--- src/rtl/ps2_line_buffer_if.sv ---
// Keystroke input and byte-stream output bundle for ps2_line_buffer.
// PS2_LINE_ECHO_EN adds the local-echo signals.
interface ps2_line_buffer_if;
    logic       new_code;
    logic [7:0] ascii_code;
    logic       out_valid;
    logic [7:0] out_data;
    logic       out_last;
    logic       out_ready;
    logic       line_pending;
    logic       dropped;
`ifdef PS2_LINE_ECHO_EN
    logic       echo_valid;
    logic [7:0] echo_data;

    modport master (
        input  new_code, ascii_code, out_ready,
        output out_valid, out_data, out_last, line_pending, dropped,
        output echo_valid, echo_data
    );
    modport slave (
        output new_code, ascii_code, out_ready,
        input  out_valid, out_data, out_last, line_pending, dropped,
        input  echo_valid, echo_data
    );
`else
    modport master (
        input  new_code, ascii_code, out_ready,
        output out_valid, out_data, out_last, line_pending, dropped
    );
    modport slave (
        output new_code, ascii_code, out_ready,
        input  out_valid, out_data, out_last, line_pending, dropped
    );
`endif
endinterface

--- src/rtl/ps2_line_buffer.sv ---
// Assembles ASCII keystrokes into an editable line and drains it on CR over valid/ready.
// Optional local echo of accepted edits: define PS2_LINE_ECHO_EN.
module ps2_line_buffer #(
    parameter int DEPTH_BITS = 6
) (
    input  logic               clk,
    input  logic               reset_n,
    ps2_line_buffer_if.master  bus
);
    localparam int DEPTH = 1 << DEPTH_BITS;
    localparam logic [DEPTH_BITS-1:0] LAST_SLOT = DEPTH_BITS'(DEPTH - 1);
    localparam logic [7:0] BS = 8'h08;
    localparam logic [7:0] CR = 8'h0D;

    typedef enum logic {EDIT, DRAIN} state_t;

    state_t                state_q, state_d;
    logic [DEPTH_BITS-1:0] count_q, count_d;
    logic [DEPTH_BITS-1:0] rd_idx_q, rd_idx_d;
    logic                  dropped_q, dropped_d;
    logic [7:0]            mem_q [DEPTH];
    logic                  wr_en;
    logic [7:0]            wr_data;
    logic                  last_w;
`ifdef PS2_LINE_ECHO_EN
    logic                  echo_valid_q, echo_valid_d;
    logic [7:0]            echo_data_q, echo_data_d;
`endif

    function automatic logic is_printable(input logic [7:0] c);
        return (c >= 8'h20) && (c <= 8'h7E);
    endfunction

    assign last_w           = (state_q == DRAIN) && (rd_idx_q == count_q);
    assign bus.out_valid    = (state_q == DRAIN);
    assign bus.line_pending = (state_q == DRAIN);
    assign bus.out_last     = last_w;
    assign bus.out_data     = mem_q[rd_idx_q];
    assign bus.dropped      = dropped_q;
`ifdef PS2_LINE_ECHO_EN
    assign bus.echo_valid   = echo_valid_q;
    assign bus.echo_data    = echo_data_q;
`endif

    always_comb begin
        state_d   = state_q;
        count_d   = count_q;
        rd_idx_d  = rd_idx_q;
        dropped_d = 1'b0;
        wr_en     = 1'b0;
        wr_data   = bus.ascii_code;
`ifdef PS2_LINE_ECHO_EN
        echo_valid_d = 1'b0;
        echo_data_d  = echo_data_q;
`endif
        unique case (state_q)
            EDIT: begin
                if (bus.new_code) begin
                    if (is_printable(bus.ascii_code)) begin
                        // The top slot is held back so a CR can always terminate the line.
                        if (count_q != LAST_SLOT) begin
                            wr_en   = 1'b1;
                            count_d = count_q + 1'b1;
`ifdef PS2_LINE_ECHO_EN
                            echo_valid_d = 1'b1;
                            echo_data_d  = bus.ascii_code;
`endif
                        end else begin
                            dropped_d = 1'b1;
                        end
                    end else if (bus.ascii_code == BS) begin
                        if (count_q != '0) begin
                            count_d = count_q - 1'b1;
`ifdef PS2_LINE_ECHO_EN
                            echo_valid_d = 1'b1;
                            echo_data_d  = BS;
`endif
                        end
                    end else if (bus.ascii_code == CR) begin
                        wr_en    = 1'b1;
                        wr_data  = CR;
                        rd_idx_d = '0;
                        state_d  = DRAIN;
`ifdef PS2_LINE_ECHO_EN
                        echo_valid_d = 1'b1;
                        echo_data_d  = CR;
`endif
                    end
                end
            end
            DRAIN: begin
                dropped_d = bus.new_code;
                if (bus.out_ready) begin
                    if (last_w) begin
                        count_d  = '0;
                        rd_idx_d = '0;
                        state_d  = EDIT;
                    end else begin
                        rd_idx_d = rd_idx_q + 1'b1;
                    end
                end
            end
            default: state_d = EDIT;
        endcase
    end

    always_ff @(posedge clk or negedge reset_n) begin
        if (!reset_n) begin
            state_q   <= EDIT;
            count_q   <= '0;
            rd_idx_q  <= '0;
            dropped_q <= 1'b0;
`ifdef PS2_LINE_ECHO_EN
            echo_valid_q <= 1'b0;
            echo_data_q  <= 8'h00;
`endif
        end else begin
            state_q   <= state_d;
            count_q   <= count_d;
            rd_idx_q  <= rd_idx_d;
            dropped_q <= dropped_d;
`ifdef PS2_LINE_ECHO_EN
            echo_valid_q <= echo_valid_d;
            echo_data_q  <= echo_data_d;
`endif
        end
    end

    // Line storage carries no reset; only count_q decides which bytes are meaningful.
    always_ff @(posedge clk) begin
        if (wr_en) begin
            mem_q[count_q] <= wr_data;
        end
    end
endmodule

--- src/flat_wrapper.sv ---
// flat-port wrapper written by rule: the top's interface ports become plain ports
module ps2_line_buffer_flat 
#(
    parameter int DEPTH_BITS = 6
)
  (clk, reset_n, bus_new_code, bus_ascii_code, bus_out_ready, bus_out_valid, bus_out_data, bus_out_last, bus_line_pending, bus_dropped);
  ps2_line_buffer_if bus_i ();
  input  logic clk;
  input  logic reset_n;
  input wire logic [$bits(bus_i.new_code)-1:0] bus_new_code;
  input wire logic [$bits(bus_i.ascii_code)-1:0] bus_ascii_code;
  input wire logic [$bits(bus_i.out_ready)-1:0] bus_out_ready;
  output wire logic [$bits(bus_i.out_valid)-1:0] bus_out_valid;
  output wire logic [$bits(bus_i.out_data)-1:0] bus_out_data;
  output wire logic [$bits(bus_i.out_last)-1:0] bus_out_last;
  output wire logic [$bits(bus_i.line_pending)-1:0] bus_line_pending;
  output wire logic [$bits(bus_i.dropped)-1:0] bus_dropped;
  assign bus_i.new_code = bus_new_code;
  assign bus_i.ascii_code = bus_ascii_code;
  assign bus_i.out_ready = bus_out_ready;
  assign bus_out_valid = bus_i.out_valid;
  assign bus_out_data = bus_i.out_data;
  assign bus_out_last = bus_i.out_last;
  assign bus_line_pending = bus_i.line_pending;
  assign bus_dropped = bus_i.dropped;
  ps2_line_buffer #(.DEPTH_BITS(DEPTH_BITS)) u_core (.clk(clk), .reset_n(reset_n), .bus(bus_i));
endmodule
--- config.mk ---
export PLATFORM = sky130hd
export DESIGN_NAME = ps2_line_buffer_flat
export DESIGN_NICKNAME = d
export VERILOG_FILES = /design/src/rtl/ps2_line_buffer_if.sv /design/src/rtl/ps2_line_buffer.sv /design/src/flat_wrapper.sv
export SDC_FILE = /design/constraint.sdc
export NUM_CORES = 1
export LEC_CHECK = 0
export CAP_MARGIN = 10
export CELL_PAD_IN_SITES_DETAIL_PLACEMENT = 0
export CELL_PAD_IN_SITES_GLOBAL_PLACEMENT = 1
export CORE_ASPECT_RATIO = 0.8
export CORE_MARGIN = 1
export CORE_UTILIZATION = 35
export CTS_CLUSTER_DIAMETER = 200
export DETAILED_ROUTE_END_ITERATION = 12
export GPL_ROUTABILITY_DRIVEN = 1
export PLACE_DENSITY = 0.58
export SYNTH_ARGS = -nofsm -noshare
export SYNTH_HDL_FRONTEND = slang
export SYNTH_SLANG_ARGS = --single-unit
--- constraint.sdc ---
create_clock -name clk -period 2.7 [get_ports clk]
set_input_delay 0.405 -clock clk [delete_from_list [all_inputs] [get_ports clk]]
set_output_delay 0.405 -clock clk [all_outputs]
set_load 0.02 [all_outputs]
# Yosys cells after proc, flatten, opt, wreduce, memory -nomap -nowiden
# Memory sizes are Yosys's and may differ from the RTL's.
# Index checks and enable logic that the tools add are counted.
[word_totals]
word_cells = 66
mem_count = 1
output_inout_bits = 12
input_bits = 12
ram_bits = 512
ff_bits = 14
[memory_table]
columns = ["name", "depth", "width", "rd", "rd_clocked_by_memory_dff", "write_ports", "line_no", "text"]
rows = [
  ["u_core.mem_q", 64, 8, 1, 0, 1, "ps2_line_buffer.sv:21", "logic [7:0] mem_q [DEPTH];"],
]
[classes]
mux = 37
bitwise_logic = 1
eq_ne = 13
n_reduce_logical = 5
order_cmp = 2
addsub = 3
[op_table]
columns = ["cell", "n"]
rows = [
  ["two-way mux 6 bit", 13],
  ["two-way mux 8 bit", 5],
  ["one-hot mux 6 bit (2 select lines)", 2],
  ["== test 8 x 4 -> 1 bit, second input constant", 2],
  ["two-way mux 1 bit", 15],
  ["adder 6 x 1 -> 6 bit, second input constant", 2],
  ["!= test 2 bit, second input constant", 5],
  ["greater-or-equal comparator 8 x 6 -> 1 bit, second input constant", 1],
  ["<= comparator 8 x 7 -> 1 bit, second input constant", 1],
  ["== test 6 bit", 1],
  ["!= test 3 x 1 -> 1 bit, second input constant", 2],
  ["!= test 6 bit, second input constant", 1],
  ["AND reduction 6 bit", 1],
  ["nonzero test 6 bit", 1],
  ["subtractor 6 x 1 -> 6 bit, second input constant", 1],
  ["AND reduction 5 bit", 1],
  ["one-hot mux 1 bit (2 select lines)", 2],
  ["!= test 3 bit, second input constant", 1],
  ["logical AND 1 bit", 2],
  ["!= test 2 x 1 -> 1 bit, second input constant", 1],
  ["inverter 1 bit", 1],
]

# Longest topological paths before layout
# Gate-level depths: netlist of the first run.
[logic_depth]
depth_word = 8
mapped_depth = 10
mapped_depth_nobuf = 9

# Least setup slack after synthesis of the first run
# OpenSTA, ideal clock, no wires.
[synth_timing]
path_kind = "input to register"
startpoint = "input port bus_ascii_code[4]"
endpoint = "memory u_core.mem_q[27][0] (enable)"
setup_slack_ps = 259
path_stages = 5
n_path_buf = 0
setup_time_ps = 370
arrival_ps = 2071
path_cell_list = "and4_1 -> a311o_1 -> o21ai_2 -> nand4_1 -> nor2_1"
[synth_between]
elab_chain_len = 8
[synth_rtl]
columns = ["element", "line_no", "text"]
rows = [
  ["start: declaration", "flat_wrapper.sv:11", "input wire logic [$bits(bus_i.ascii_code)-1:0] bus_ascii_code;"],
  ["parallel branches: the longest is 3 deep, another holds greater-or-equal comparator 8 x 6 -> 1 bit", "--", ""],
  ["two-way mux 1 bit (*)", "ps2_line_buffer.sv:59", "if (is_printable(bus.ascii_code)) begin"],
  ["two-way mux 1 bit (*)", "ps2_line_buffer.sv:58", "if (bus.new_code) begin"],
  ["two-way mux 1 bit (*)", "ps2_line_buffer.sv:56", "unique case (state_q)"],
  ["two-way mux 1 bit (*)", "ps2_line_buffer.sv:131", "if (wr_en) begin"],
  ["two-way mux 1 bit (not written as such) (*)", "ps2_line_buffer.sv:132", "mem_q[count_q] <= wr_data;"],
  ["end: declaration", "ps2_line_buffer.sv:21", ""],
]
# Every way passes the cells marked *.

# Worst setup path in the final report of the first run
[layout_timing]
startpoint = "register u_core.rd_idx_q[1]"
endpoint = "output port bus_out_data[5]"
[layout_between]
elab_chain_len = 1
[layout_rtl]
columns = ["element", "line_no", "text"]
rows = [
  ["start: declaration", "ps2_line_buffer.sv:19", "logic [DEPTH_BITS-1:0] rd_idx_q, rd_idx_d;"],
  ["start signal: assignment", "ps2_line_buffer.sv:120", "rd_idx_q <= rd_idx_d;"],
  ["memory read (64 x 8 bit)", "--", ""],
  ["end: declaration", "flat_wrapper.sv:14", "output wire logic [$bits(bus_i.out_data)-1:0] bus_out_data;"],
]
# No other way between the ends.

==> results.md, run 1 <==
* Outcome: finished, violations left
* Violated checks: setup timing
* Initial antenna violation count at 0
* Final Slew Violations at 0
* Core area at 0.0587 mm^2
* Routability cong. at 0.786
* H-tree levels at 2
* Worst Tran Pin Value at 0.809 ns
* Syn_nets at 1070
* Clock sinks at 526
* Post-route insts no fill at 2102
* Share of layout cells above drive strength 1 at 0.398
* Post-synthesis sequential area ratio at 0.749
* Most used cell, CP: mux4_2
* Yosys top cell by area: edfxtp_1
* Leak at 8.36 nW
* Number of DRC markers in iteration 0 at 1003
* Placed insts at 1973
* Crit path depth at 7
* Crit path kind: flip-flop to primary output
* Tcrit/Tclk final at 1.22
* Clock root cell: clkbuf_16
* Post-synth top flop: edfxtp_1
* RSZ-0062 raised after global routing: true
* # rows at 79
* Cells after synthesis at 1052
* PD cells at 896 mW/mm^2
* Critical path arrival at 2.89 ns
* Worst Skew at 0.0327 ns
* Synth area leaders: edfxtp_1 73%, mux4_2 14%, dfrtp_1 1.7%, nor2_1 1.4%, a22oi_1 0.68%
* Kind of start point of the critical path: flip-flop
* Register area at 0.0157 mm^2
* N_diodes at 0
* Worst endpoint required time at 2.30 ns
* Delay-heaviest family, CP: multiplexers
* Routed wire length at 53000 um
* Largest net degree at the start of global routing at 66
* Crit path time final at 3.30 ns
* Final nets at 1311
* WHS at 0.272 ns
* Avg Cell Area, Syn at 20.0 um^2
* # fillers at 5055
* Hold Path Class: input pin to async pin
* Max-cap violations at 0
* Max-slew headroom at 0.459
* First-pass GRT wire length at 77900 um
* Reg clk slew, reported paths at 0.06 ns
* Number of synthesized flops with an enable pin at 512
* # DRC at 0
* Gr ovfl total at 0
* Area occupied by multi-input gates at 0.00524 mm^2
* Crit end category: primary output
* Crit path largest cell delay at 0.54 ns
* Worst setup path startpoint: u_core.rd_idx_q[1]$_DFFE_PN0P_
* Synth cell types at 58
* I/O pins at 24
* Vias at 11071
* Ys async rst share at 0.0266
* Final setup fails at 8
* Area Overhead vs Synth at 23.7%
* Die area at 0.0610 mm^2
* Ys Warns at 0
* Die Span X at 276 um
* CP max FO at 5
* Count of final hold-check violations at 0
* FF-to-FF Start: u_core.bus.line_pending$_DFF_PN0_
* Slowest-stage cell, CP: mux4_2
* Top cell type's share of synthesized area at 0.732
* Clk Latency, worst-skew pair at 0.61 ns
* Die height at 221 um
* Cell area after placement at 0.0234 mm^2
* Buffers from clock root to sink, at most at 3
* Setup TNS at -4.37 ns
* IR Drop Worst-Case VDD at 0.000491 V
* Starting Density at 0.358
* DRT Pass-1 Iters at 5
* Worst setup margin at -0.598 ns
* Number of global-route vias before repair at 11314
* DP HPWL at 34600 um
* Via density at 5.27
* Synthesized area at 0.0210 mm^2
* Worst slack, placed at -0.531 ns
* WP buf/inv at 3
* Number of routed nets with antenna violations at 0
* Total CTS buffers at 51
* Post-layout instance area at 0.0260 mm^2
* Total GRT Usage at 0.176
* Worst R2R Path Depth at 7
* CP cell instances: buf_12 -> buf_4 -> mux4_2 -> mux4_2 -> o22ai_4 -> a211oi_4 -> buf_6
* CTS tree: yes
* IO buf count at 23
* Fmax at 0.303 GHz
* Register bit total from synthesis at 526
* Routed len/inst at 25.2 um
## flip-flops by register name, summed over array words and instances, names as in the netlist
| signal | count |
|---|---|
| u_core.bus.dropped | 1 |
| u_core.bus.line_pending | 1 |
| u_core.count_q | 6 |
| u_core.mem_q | 512 |
| u_core.rd_idx_q | 6 |
## power breakdown
| part | switching (mW) | internal (mW) |
|---|---|---|
| Sequential | 0.208 | 9.11 |
| Clock | 3.07 | 4.12 |
| Combinational | 3.40 | 3.35 |
| Total | 6.68 | 16.6 |
## layout by cell type (no fill, tap or decap), types with 7 or more instances in the layout
cell type / Yosys / routed
dfrtp_1: 14 / 11
nand3_1: 14 / 10
nand2_1: 36 / 27
xor2_1: 7 / 7
nor2b_1: 9 / 8
nand2_2: 0 / 9
buf_4: 10 / 196
clkbuf_16: 0 / 55
o22ai_2: 1 / 8
a22oi_2: 0 / 13
mux4_2: 128 / 128
a21oi_1: 21 / 13
edfxtp_1: 512 / 512
a21oi_2: 0 / 7
buf_2: 16 / 9
nor2_1: 79 / 76
clkinv_1: 2 / 16
clkinv_2: 0 / 8
inv_1: 11 / 11
buf_12: 1 / 17
nand2b_1: 8 / 8
o22ai_1: 21 / 11
clkbuf_1: 23 / 8
buf_6: 11 / 16
## layer usage
metal / vias to the layer above / track usage / routed length, um
met5: - / 0 / 0
met4: 0 / 0.0376 / 661
met3: 48 / 0.0253 / 2280
met2: 235 / 0.254 / 23900
met1: 5961 / 0.279 / 26200
li1: 4827 / - / -
## Yosys cell counts, types with 5 or more instances
cell type,count
xor2_1,7
dfrtp_1,14
a22oi_1,19
clkbuf_1,23
nor2b_1,9
a22o_1,6
o221ai_1,5
nand2_1,36
edfxtp_1,512
mux2_2,5
nor2_1,79
buf_4,10
buf_6,11
o22ai_1,21
ha_1,5
nand3_1,14
buf_2,16
nand2b_1,8
mux4_2,128
inv_1,11
o21ai_0,8
nand4_1,6
a21oi_1,21
and3_1,5
## final timing paths
kind                                                        to  slack, ns
min in group clk                 u_core.mem_q[23][7]$_DFFE_PP_       0.29
worst min-delay path            u_core.rd_idx_q[3]$_DFFE_PN0P_       0.27
worst max register to register   u_core.mem_q[18][2]$_DFFE_PP_       0.35
worst max-delay path                           bus_out_data[5]      -0.60
worst min register to register   u_core.count_q[3]$_DFFE_PN0P_       0.65
max in group asynchronous       u_core.rd_idx_q[2]$_DFFE_PN0P_       1.83
## kinds of logic (layout without fill, tap and decap cells)
kind of cell | count (synthesis) | after routing | synth area share
xor+xnor | 11 | 11 | 0.00459
buf+inv | 78 | 359 | 0.0214
simple gates | 182 | 182 | 0.0415
compound gates | 112 | 112 | 0.0375
flops | 526 | 526 | 0.749
fa+ha+maj | 6 | 6 | 0.00393
mux | 137 | 137 | 0.142
## through the flow
step | utilization | total power [mW]
floorplan | - | 12.9
global placement | 0.398 | 15.1
detailed placement | 0.398 | 15.2
CTS | 0.436 | 23.0
global route | 0.442 | 24.1
finish | 0.442 | 23.3
## area by class of cell
class / instances / area share
clock buffer: 61 / 0.0518
clock inverter: 32 / 0.0126
inverter: 13 / 0.00188
multi-input combinational: 448 / 0.202
sequential: 526 / 0.606
tap: 769 / 0.0370
timing repair buffer: 253 / 0.0890
## repair_timing
| action | 4_1_cts | 5_1_grt |
|---|---|---|
| setup endpoints to repair | 9 | 8 |
| buffers inserted | 13 | 20 |
| hold buffers | 0 | 0 |
| pin swaps | 22 | 23 |
| gates resized for setup | 108 | 47 |
| cloned | 3 | 3 |
Note: power is estimated with default switching activity, not from simulation.
==> inputs of run 2 (changes only) <==
- DONT_BUFFER_PORTS: unset -> 1
==> results.md, run 2 (synthesis gave the netlist of run 1 again) <==
* Outcome: finished, violations left
* Violated checks: setup timing
* Vias at 10830
* Count of final hold-check violations at 0
* Placed insts at 1909
* Clock Power Share at 0.300
* Worst setup margin at -0.516 ns
* Hold Path Class: input pin to flip-flop
* Cell area after placement at 0.0228 mm^2
* H-tree levels at 2
* Top reg by flops: u_core.mem_q
* Buffers from clock root to sink, at most at 3
* Crit end category: primary output
* Pint at 16.1 mW
* Most frequent cells in the layout: 512 x edfxtp_1, 140 x buf_4, 128 x mux4_2
* Final nets at 1251
* Number of flip-flops in the largest register at 512
* # DRC at 0
* Share of layout cells above drive strength 1 at 0.376
* # fillers at 5045
* Worst Tran Pin Value at 0.851 ns
* Reg power frac at 0.404
* Final core occ at 0.438
* Crit path kind: flip-flop to primary output
* Largest regs: u_core.mem_q: 512 flops, u_core.count_q: 6 flops, u_core.rd_idx_q: 6 flops
* WHS at 0.0682 ns
* # rows at 79
* I/O pins at 24
* Gr ovfl total at 0
* M1 WL at 25700 um
* Metal2 WL at 23800 um
* RSZ-0062 raised after global routing: true
* Total GRT Usage at 0.176
* Worst slack, placed at -0.152 ns
* Total CTS buffers at 51
* Clk Latency, worst-skew pair at 0.60 ns
* Sw Share at 0.293
* Reg clk slew, reported paths at 0.06 ns
* Routed wire length at 53900 um
* CP max FO at 5
* Number of DRC markers in iteration 0 at 1094
* Most used cell, CP: buf_4
* Max-slew headroom at 0.431
* Routability cong. at 0.780
* Worst Skew at 0.0216 ns
* Slowest-stage cell, CP: dfrtp_4
* Area Overhead vs Synth at 22.6%
* Worst setup path startpoint: u_core.rd_idx_q[0]$_DFFE_PN0P_
* Top Metal Used: met4
* Sw power at 6.68 mW
* CTS tree: yes
* Critical path arrival at 2.81 ns
* Worst setup path endpoint: bus_out_data[0]
* PD cells at 887 mW/mm^2
* Post-layout instance area at 0.0257 mm^2
* Die height at 221 um
* Worst endpoint required time at 2.30 ns
* Final setup fails at 8
* Via density at 5.31
* DP HPWL at 32200 um
* N_diodes at 0
* Clock root cell: clkbuf_16
* Max-cap violations at 0
* IR Drop Worst-Case VDD at 0.000477 V
* Kind of start point of the critical path: flip-flop
* Die area at 0.0610 mm^2
* Fmax at 0.311 GHz
* Starting Density at 0.358
* CP cell instances: buf_6 -> buf_12 -> or3_4 -> a2111oi_4 -> buf_4 -> nor4_4 -> nand3_2 -> o211ai_1 -> buf_4
* WL met3 at 3350 um
* Leak at 8.13 nW
* DRT Pass-1 Iters at 5
* Worst R2R Path Depth at 7
* First-pass GRT wire length at 77400 um
* Final Slew Violations at 0
* Tcrit/Tclk final at 1.19
* IO buf count at 0
* FF-to-FF Start: u_core.bus.line_pending$_DFF_PN0_
* Combinational share of power at 0.296
* Reg-to-Reg End: u_core.mem_q[10][6]$_DFFE_PP_
* Post-route insts no fill at 2040
* Pwr Total at 22.8 mW
* Core area at 0.0587 mm^2
* Initial antenna violation count at 0
* Crit path largest cell delay at 0.52 ns
* Clock sinks at 526
* Flop2flop setup slack at 0.39 ns
* Die Span X at 276 um
* Setup TNS at -3.64 ns
* Commonest non-fill, non-tap cell in the layout: edfxtp_1
* Largest net degree at the start of global routing at 65
* Routed len/inst at 26.4 um
* Number of routed nets with antenna violations at 0
* Number of global-route vias before repair at 11039
* Crit path time final at 3.22 ns
==> run 2: area by class of cell <==
cell class | count | area [um^2] | share of cell area
flip-flops and latches | 526 | 15700 | 0.612
multi-input cells | 448 | 5370 | 0.209
repair buffers | 193 | 2050 | 0.0797
clock buffers | 70 | 1370 | 0.0532
well taps | 769 | 962 | 0.0374
clock inverters | 21 | 186 | 0.00724
inverters | 13 | 52.6 | 0.00204
==> run 2: routing by layer <==
layer	GRT usage	up-vias
met5	0	-
met4	0.0438	0
met3	0.0356	69
met2	0.252	302
met1	0.272	5761
li1	-	4698
==> run 2: critical path, delay by kind of cell (launching register included) <==
| family | cells | cell delay (ns) |
|---|---|---|
| buffers and inverters | 4 | 0.64 |
| flip-flops | 1 | 0.52 |
| AO/OA/AOI/OAI | 2 | 0.46 |
| AND/OR/NAND/NOR | 3 | 0.59 |
==> run 2: power groups by stage <==
stage | sequential, mW | combinational [mW] | clock (mW)
final | 9.21 | 6.76 | 6.84
after global routing | 9.22 | 7.18 | 7.26
after CTS | 9.21 | 6.15 | 6.98
after detailed placement | 9.44 | 5.26 | 0
after global placement | 9.44 | 5.26 | 0
after floorplan | 9.34 | 3.56 | 0
==> run 2: worst min path at each step <==
| stage | start | depth (start not counted) | to | slack (ns) |
|---|---|---|---|---|
| finish | bus_out_ready | 2 | u_core.bus.line_pending$_DFF_PN0_ | 0.07 |
| global route | bus_out_ready | 2 | u_core.bus.line_pending$_DFF_PN0_ | 0.08 |
| CTS | bus_out_ready | 2 | u_core.bus.line_pending$_DFF_PN0_ | 0.04 |
| detailed placement | reset_n | 0 | u_core.bus.dropped$_DFF_PN0_ | 0.11 |
| global placement | reset_n | 0 | u_core.bus.dropped$_DFF_PN0_ | 0.11 |
| floorplan | reset_n | 0 | u_core.bus.dropped$_DFF_PN0_ | 0.11 |
==> run 2: timing repair <==
item,CTS,global route
gates resized for setup,78,60
pin swaps,15,38
cloned,3,7
setup endpoints to repair,9,15
endpoints found under the hold margin,527,0
hold buffers,10,0
buffers inserted,12,13
==> inputs of run 3 (changes only) <==
- ABC_CLOCK_PERIOD_IN_PS: unset -> 3880
- GPL_ROUTABILITY_DRIVEN: 1 -> unset
- clock period: 2.7 -> 3.88 ns (I/O delays scaled with it)
==> results.md, run 3 (synthesis gave the netlist of run 1 again) <==
* Outcome: completed
* Fmax at 0.267 GHz
* Number of flip-flops in the largest register at 512
* Critical path arrival at 3.17 ns
* First-pass GRT wire length at 75800 um
* Gr ovfl total at 0
* Top Metal Used: met4
* Number of routed nets with antenna violations at 0
* Placed insts at 1854
* Routed wire length at 52100 um
* Clk Latency, worst-skew pair at 0.59 ns
* Clock Power Share at 0.318
* Initial antenna violation count at 0
* Clock root cell: clkbuf_16
* Crit path kind: flip-flop to primary output
* Post-route insts no fill at 1957
* Commonest non-fill, non-tap cell in the layout: edfxtp_1
* Number of DRC markers in iteration 0 at 1096
* Clock sinks at 526
* Routability cong. at 0.773
* Die Span X at 276 um
* I/O pins at 24
* Final Slew Violations at 0
* Leak at 7.44 nW
* Number of global-route vias before repair at 10535
* Worst Tran Pin Value at 0.865 ns
* DRT Pass-1 Iters at 5
* Worst endpoint required time at 3.30 ns
* Crit path time final at 3.75 ns
* Vias at 10508
* N_diodes at 0
* Routed len/inst at 26.6 um
* CTS tree: yes
* Tcrit/Tclk final at 0.967
* Crit end category: primary output
* Reg clk slew, reported paths at 0.06 ns
* Kind of start point of the critical path: flip-flop
* Sw Share at 0.285
* Setup TNS at 0 ns
* Reg power frac at 0.453
* Top reg by flops: u_core.mem_q
* Pint at 10.4 mW
* M1 WL at 24000 um
* Final setup fails at 0
* Die height at 221 um
* # DRC at 0
* RSZ-0062 raised after global routing: false
* CP max FO at 13
* Die area at 0.0610 mm^2
* Most frequent cells in the layout: 512 x edfxtp_1, 128 x mux4_2, 98 x buf_4
* Total CTS buffers at 51
* H-tree levels at 2
* Hold Path Class: input pin to flip-flop
* WL met3 at 3370 um
* Max-slew headroom at 0.421
* Metal2 WL at 23700 um
* Final nets at 1166
* Final core occ at 0.409
* Area Overhead vs Synth at 14.5%
* Via density at 5.37
* Worst Skew at 0.0142 ns
* # rows at 79
* Share of layout cells above drive strength 1 at 0.268
* Count of final hold-check violations at 0
* Total GRT Usage at 0.174
* Worst slack, placed at 0.571 ns
* # fillers at 5246
* IO buf count at 0
* Core area at 0.0587 mm^2
* Worst setup margin at 0.129 ns
* Starting Density at 0.358
* DP HPWL at 32000 um
* PD cells at 607 mW/mm^2
* Sw power at 4.16 mW
* Largest regs: u_core.mem_q: 512 flops, u_core.count_q: 6 flops, u_core.rd_idx_q: 6 flops
* Buffers from clock root to sink, at most at 3
* Max-cap violations at 0
* Combinational share of power at 0.228
* IR Drop Worst-Case VDD at 0.000324 V
* Largest net degree at the start of global routing at 68
## run 3: cell types whose count changed in the layout (fill, tap and decap cells not counted), moves of 5 or more
cell       delta
buf_4        -42
buf_6        -18
a22oi_1      +14
a22oi_2      -14
buf_16       -13
a21oi_1      +11
nand2_1      +11
nand2_2       -9
o22ai_1       +8
a21oi_2       -6
a21oi_4       -5
clkbuf_16     -5
clkinv_1      +5
## run 3: cell type report
cell class,count,area [um^2],area share
well taps,769,962,0.0400
clock buffers,73,1420,0.0591
repair buffers,108,926,0.0385
multi-input cells,448,4820,0.201
flip-flops and latches,526,15700,0.655
inverters,13,48.8,0.00203
clock inverters,20,115,0.00479
## run 3: power by group through the flow
stage	Sequential [mW]	Combinational, mW	Clock, mW
floorplan	6.50	2.47	0
global placement	6.80	3.18	0
detailed placement	6.80	3.19	0
CTS	6.63	3.31	4.78
global route	6.63	3.56	4.96
finish	6.61	3.33	4.65
## run 3: per-layer routing
layer  up-vias  track usage
li1       4523            -
met1      5611        0.259
met2       309        0.257
met3        65       0.0377
met4         0       0.0454
met5         -            0
## run 3: timing repair
| action | 4_1_cts | 5_1_grt |
|---|---|---|
| resized for setup | 1 | 1 |
| setup buffers | 2 | 7 |
| hold buffers | 1 | 0 |
| hold endpoints to repair | 14 | 0 |
| setup endpoints to repair | 3 | 2 |
## run 3: final timing paths
path	to	start	depth (start not counted)	slack, ns
min in group asynchronous	u_core.rd_idx_q[0]$_DFFE_PN0P_	reset_n	1	0.56
worst max register to register	u_core.mem_q[28][3]$_DFFE_PP_	u_core.count_q[4]$_DFFE_PN0P_	7	0.97
worst min register to register	u_core.bus.dropped$_DFF_PN0_	u_core.bus.line_pending$_DFF_PN0_	2	0.76
worst max-delay path	bus_out_data[2]	u_core.rd_idx_q[0]$_DFFE_PN0P_	6	0.13
max in group asynchronous	u_core.rd_idx_q[2]$_DFFE_PN0P_	reset_n	1	2.69
worst min-delay path	u_core.mem_q[59][2]$_DFFE_PP_	bus_ascii_code[2]	0	0.10
## run 3: stage by stage
| stage | power, mW | hold slack [ns] | instance area [um^2] |
|---|---|---|---|
| after floorplan | 8.98 | 0.286 | 21000 |
| after global placement | 9.99 | 0.287 | 22400 |
| after detailed placement | 9.99 | 0.287 | 22400 |
| after CTS | 14.7 | 0.0620 | 24000 |
| after global routing | 15.1 | 0.0795 | 24000 |
| final | 14.6 | 0.102 | 24000 |
## run 3: critical path, stage by stage, from the launching register on
cell       delay (ns)
dfrtp_4          0.58
or3_1            0.57
a2111oi_1        0.69
nor4_1           0.17
nand3_1          0.21
o211ai_1         0.16
buf_4            0.19
